$ cat src/rtl/man_motion.sv
// Per-frame motion controller for the player sprite: owns ManX/ManY and walks
// them one pixel per clock, consulting the wall flags before every pixel.
module man_motion #(
  parameter int X_INIT = 40,
  parameter int Y_INIT = 200,
  parameter int X_MAX  = 639,
  parameter int Y_MAX  = 459,
  parameter int STEP_X = 2,
  parameter int JUMP_V = 8,
  parameter int G_MAX  = 8
) (
  input  logic       Clk,
  input  logic       Reset,
  input  logic       frame_tick,
  input  logic       move_left,
  input  logic       move_right,
  input  logic       jump,
  input  logic       wall_left,
  input  logic       wall_right,
  input  logic       wall_above,
  output logic [9:0] ManX,
  output logic [9:0] ManY,
  output logic       busy,
  output logic       on_ground,
  output logic [1:0] motion_state,
  output logic       missed_tick,
  output logic [1:0] seq_state
);

  localparam logic [1:0] S_IDLE    = 2'd0;
  localparam logic [1:0] S_HSTEP   = 2'd1;
  localparam logic [1:0] S_VDECIDE = 2'd2;
  localparam logic [1:0] S_VSTEP   = 2'd3;

  localparam logic [1:0] M_GROUND = 2'd0;
  localparam logic [1:0] M_RISE   = 2'd1;
  localparam logic [1:0] M_FALL   = 2'd2;

  localparam logic [9:0] X_INIT_V = 10'(X_INIT);
  localparam logic [9:0] Y_INIT_V = 10'(Y_INIT);
  localparam logic [9:0] X_MAX_V  = 10'(X_MAX);
  localparam logic [9:0] Y_MAX_V  = 10'(Y_MAX);
  localparam logic [3:0] STEP_V   = 4'(STEP_X);
  localparam logic [3:0] JUMP_VV  = 4'(JUMP_V);
  localparam logic [3:0] G_MAX_V  = 4'(G_MAX);

  logic [1:0] seq;
  logic [1:0] motion;
  logic       ml, mr, jmp;
  logic [3:0] hcnt, vcnt, vel;
  logic       go_left, go_right, left_ok, right_ok, fall_stop;
  logic [3:0] vel_fall_next;

  assign go_left   = ml && !mr;
  assign go_right  = mr && !ml;
  assign left_ok   = !wall_left && (ManX != 10'd0);
  assign right_ok  = !wall_right && (ManX < X_MAX_V);
  assign fall_stop = wall_above || (ManY == Y_MAX_V);
  assign vel_fall_next = (vel >= G_MAX_V) ? G_MAX_V : vel + 4'd1;

  assign busy         = (seq != S_IDLE);
  assign on_ground    = (motion == M_GROUND);
  assign motion_state = motion;
  assign seq_state    = seq;

  always_ff @(posedge Clk) begin
    if (Reset) begin
      seq         <= S_IDLE;
      motion      <= M_FALL;
      vel         <= 4'd1;
      vcnt        <= 4'd0;
      hcnt        <= 4'd0;
      ml          <= 1'b0;
      mr          <= 1'b0;
      jmp         <= 1'b0;
      ManX        <= X_INIT_V;
      ManY        <= Y_INIT_V;
      missed_tick <= 1'b0;
    end else begin
      // A tick landing mid-update is dropped; only the pulse records it.
      missed_tick <= frame_tick && (seq != S_IDLE);
      case (seq)
        S_IDLE: begin
          if (frame_tick) begin
            ml   <= move_left;
            mr   <= move_right;
            jmp  <= jump;
            hcnt <= STEP_V;
            seq  <= S_HSTEP;
          end
        end
        S_HSTEP: begin
          if (hcnt == 4'd0) begin
            seq <= S_VDECIDE;
          end else if (go_left && left_ok) begin
            ManX <= ManX - 10'd1;
            hcnt <= hcnt - 4'd1;
          end else if (go_right && right_ok) begin
            ManX <= ManX + 10'd1;
            hcnt <= hcnt - 4'd1;
          end else begin
            hcnt <= 4'd0;
          end
        end
        S_VDECIDE: begin
          seq <= S_VSTEP;
          if (motion == M_GROUND) begin
            if (jmp && wall_above) begin
              motion <= M_RISE;
              vel    <= JUMP_VV;
              vcnt   <= JUMP_VV;
            end else if (!wall_above) begin
              motion <= M_FALL;
              vel    <= 4'd1;
              vcnt   <= 4'd1;
            end else begin
              vcnt <= 4'd0;
            end
          end else begin
            vcnt <= vel;
          end
        end
        default: begin
          if (vcnt == 4'd0) begin
            seq <= S_IDLE;
            if (motion == M_RISE) begin
              if (vel == 4'd1) begin
                motion <= M_FALL;
                vel    <= 4'd1;
              end else begin
                vel <= vel - 4'd1;
              end
            end else if (motion == M_FALL) begin
              vel <= vel_fall_next;
            end
          end else if (motion == M_RISE) begin
            if (ManY == 10'd0) begin
              vcnt <= 4'd0;
            end else begin
              ManY <= ManY - 10'd1;
              vcnt <= vcnt - 4'd1;
            end
          end else if (motion == M_FALL) begin
            // Landing is checked before every pixel so one-row floors hold.
            if (fall_stop) begin
              motion <= M_GROUND;
              vcnt   <= 4'd0;
            end else begin
              ManY <= ManY + 10'd1;
              vcnt <= vcnt - 4'd1;
            end
          end else begin
            vcnt <= 4'd0;
          end
        end
      endcase
    end
  end

endmodule
$ cat config.mk
export PLATFORM = sky130hd
export DESIGN_NAME = man_motion
export DESIGN_NICKNAME = d
export VERILOG_FILES = /design/src/rtl/man_motion.sv
export SDC_FILE = /design/constraint.sdc
export NUM_CORES = 1
export LEC_CHECK = 0
export CORE_ASPECT_RATIO = 1.5
export CORE_MARGIN = 5
export CORE_UTILIZATION = 40
export DETAILED_ROUTE_END_ITERATION = 8
export HOLD_SLACK_MARGIN = 0.06
export PLACE_DENSITY = 0.69
export REMOVE_ABC_BUFFERS = 1
export SLEW_MARGIN = 20
export SYNTH_ARGS = -nofsm -noshare
export SYNTH_HDL_FRONTEND = slang
export SYNTH_SLANG_ARGS = --single-unit
$ cat constraint.sdc
create_clock -name Clk -period 3.05 [get_ports Clk]
set_input_delay 0.4575 -clock Clk [delete_from_list [all_inputs] [get_ports Clk]]
set_output_delay 0.4575 -clock Clk [all_outputs]
set_load 0.01 [all_outputs]
==> summary.txt <==
Status
  – Status: complete, no violations

Clock tree
  – Root buffer cell: clkbuf_8
  – Post-CTS Hold Fix Bufs: 0
  – CTS tree: built
  – Skew-Pair Late Insertion Delay: ~0.30 ns
  – CTS buffer count: 5
  – Num Clock Sinks: 40
  – Postcts setup bufs: 0
  – Clock slew at reported path FFs: 0.08 ns
  – H-tree depth: 2
  – Number of buffers on the longest clock path: 2

STA
  – Fin crit share: 92.1%
  – Setup violators final: 0
  – Actual slew at the worst max-slew pin: 0.630 ns
  – Post-route minimum period: 2.81 ns
  – Clock skew: 0.00504 ns
  – Hold Vio Cnt, Final: 0
  – Max-slew violation count: 0
  – Unrepaired setup endpoints after global routing: no
  – Max transition margin: roughly three fifths
  – Fmax achieved: 356 MHz
  – Setup_tns: 0 ns

Yosys
  – Distinct cells, synth: 59
  – Largest family of logic cells by synthesized area: simple AND/OR/NAND/NOR gates
  – Synth Area in Simple Gates: 23.9%
  – Multiplexer area fraction after synthesis: under 10%
  – Adder-Cell Fraction of Synth Area: 13.8%
  – EDFF count, synth: 0
  – Post-synthesis sequential element count: 40
  – Sequential share of the synthesized area: 27.5%
  – XOR/XNOR share of the synthesized area: 4.51%
  – Syn Area/Cell: 8.22 µm²
  – Synth async-reset ratio: 0%
  – Compound-Gate Fraction of Synth Area: between 10% and 20%
  – Cells after synthesis: 354
  – Synth Flop Type: dfxtp_1
  – Synthesized area: 2910 µm²
  – YS warnings: 0

Floorplanning
  – CORE AREA: between 7000 and 8000 µm²
  – Cell Rows: 38
  – Io pins: 36
  – Initial Util: 40.6%
  – Chip height: 114 µm
  – Chip width: 79.7 µm
  – Die area: 9120 µm²

Flow run
  – Max-cap violations: 0

Global route
  – Gr usage total: between 10% and 20%
  – First-pass GRT wire length: approximately 12,000 µm
  – Largest net degree at the start of global routing: 45
  – Number of global-route vias before repair: 2,780
  – Total grt overflow: 0
  – Antenna violations before repair: 0

Worst setup path
  – Startpoint types: input port
  – Max Fanout on Critical Path: 6
  – Crit Path Category: input port to register
  – CP cell instances: clkdlybuf4s50_1, nor2_1, nand2_1, a31oi_4, ha_1, and3_1, a2111oi_0, o2bb2ai_1, mux2i_1, mux2_2
  – CP max stage delay: 0.46 ns
  – Worst endpoint data arrival time: approximately 3.0 ns
  – Crit. End Element: register
  – CP max stage cell: a2111oi_0
  – Worst path required time: 3.24 ns

Finish
  – Final Non-Filler Cells: 509
  – Nets: 448
  – Area growth, synth to finish: 26.1%
  – Share of cells above drive strength 1: 11.5%
  – # diodes: 0

Route
  – DRC: 0
  – Vias: 2,758
  – Drt pass-1 iters: 6
  – WL/cell: 14.1 µm
  – DRT iter0 DRCs: 63
  – Detail Route Antenna Nets: 0
  – WL final: 7170 µm
  – Routed vias/inst: 5.42

Pwr
  – Pwr dens: 574 nW/µm²
  – Worst IR drop on VDD: 0.000240 V
  – Pleak: roughly 1.5 nW
  – Total power: 2.11 mW

Worst hold path
  – Hold WC Path Type: register to register

Place
  – RD Place Congestion: around 0.86
  – Placed Cells: around 500
  – I/O Buffers: 35
  – Post-DP HPWL: approximately 5400 µm
==> what timing repair did <==
item	4_1_cts	5_1_grt
endpoints found under the hold margin	0	0
setup endpoints to repair	1	3
gates resized for setup	1	6
==> layout make-up <==
cell class / instances / area [µm²]
Fill cell: 715 / 3510
Multi-Input combinational cell: 285 / 2030
Sequential cell: 40 / 801
Timing Repair Buffer: 59 / 543
Tap cell: 100 / 125
Clock buffer: 5 / 68.8
Inverter: 17 / 63.8
Clock inverter: 3 / 42.5
==> path summary, 6_finish.rpt <==
kind | depth (start not counted) | end | startpoint | slack (ns)
max | 10 | ManX[9] | wall_left | 0.24
min reg2reg | 2 | ml | ml | 0.49
min | 2 | ml | ml | 0.49
max reg2reg | 8 | ManX[9] | ManX[6] | 0.27
==> power by group <==
group / internal [mW] / total (mW) / switching, mW / leakage [nW]
sequential: 0.598 / 0.690 / 0.0919 / 0.324
combinational: 0.435 / 0.972 / 0.536 / 1.16
clock: 0.242 / 0.445 / 0.203 / 0.0541
==> cells in the mapped netlist, drive strengths merged (3+ instances only) <==
library cell	n	area, µm²
nor4	4	25.0
a21o	5	37.5
ha	29	363
nor3b	4	30.0
o21ai	15	75.1
nor3	20	100
nor2	52	195
clkbuf	6	22.5
a211o	7	61.3
mux2i	13	130
and3	8	50.1
a211oi	7	52.6
a2111oi	3	26.3
mux2	4	52.6
a21oi	22	110
nor2b	8	50.1
buf	6	40.0
nand2	19	71.3
nand3	9	50.1
inv	16	60.1
dfxtp	40	801
xnor2	9	78.8
xor2	6	52.6
a31oi	3	18.8
==> critical path, delay by kind of cell <==
kind,cells,cell delay (ns)
buffers and inverters,1,0.40
and+or+nand+nor,3,0.39
adders and majority gates,1,0.32
muxes,2,0.55
AOI/OAI and AO/OA,3,0.88
==> flip-flops by register name, summed over array words and instances (netlist names) <==
signal,flops
ManX,10
ManY,10
hcnt,4
vcnt,4
vel,4
motion_state,2
seq_state,2
jmp,1
missed_tick,1
ml,1
mr,1
==> kinds of logic (layout without fill, tap and decap cells) <==
family                     Yosys count  after routing
AOI/OAI and AO/OA                   82             82
buffers and inverters               29             84
muxes                               17             17
xor gates and xnor gates            15             15
adders and majority gates           31             31
DFF                                 40             40
and+or+nand+nor                    140            140
==> per-stage QoR <==
step	setup WS [ns]	hold slack, ns	instance area (µm²)	util [%]
after floorplan	-0.0231	0.444	2850	-
after global placement	-0.212	0.478	3520	49.0
after detailed placement	-0.304	0.485	3520	49.0
after CTS	0.0799	0.497	3630	50.6
after global routing	0.0130	0.526	3670	51.1
final	0.240	0.491	3670	51.1
==> layout by cell type, fill, tap and decap left out, drive strengths merged, types with 3 or more instances in the layout <==
master	synthesis	layout
a2111oi	3	3
a211o	7	7
a211oi	7	7
a21o	5	5
a21oi	22	22
a31oi	3	3
and3	8	8
buf	6	24
clkbuf	6	5
clkdlybuf4s50	0	35
dfxtp	40	40
ha	29	29
inv	16	16
mux2	4	4
mux2i	13	13
nand2	19	19
nand3	9	9
nor2	52	52
nor2b	8	8
nor3	20	20
nor3b	4	4
nor4	4	4
o21ai	15	15
xnor2	9	9
xor2	6	6
==> routing by layer <==
| layer | vias to the layer above | global-route usage, % | part of all wire (%) | wire length [µm] |
|---|---|---|---|---|
| met1 | 1316 | 17.5 | 41 | 2970 |
| met4 | 0 | 5.16 | 1.3 | 94 |
| met3 | 7 | 2.28 | 2.9 | 205 |
| li1 | 1394 | - | - | - |
| met5 | - | 0 | 0 | 0 |
| met2 | 41 | 32.6 | 54 | 3900 |
(Power assumes the default switching activity.)
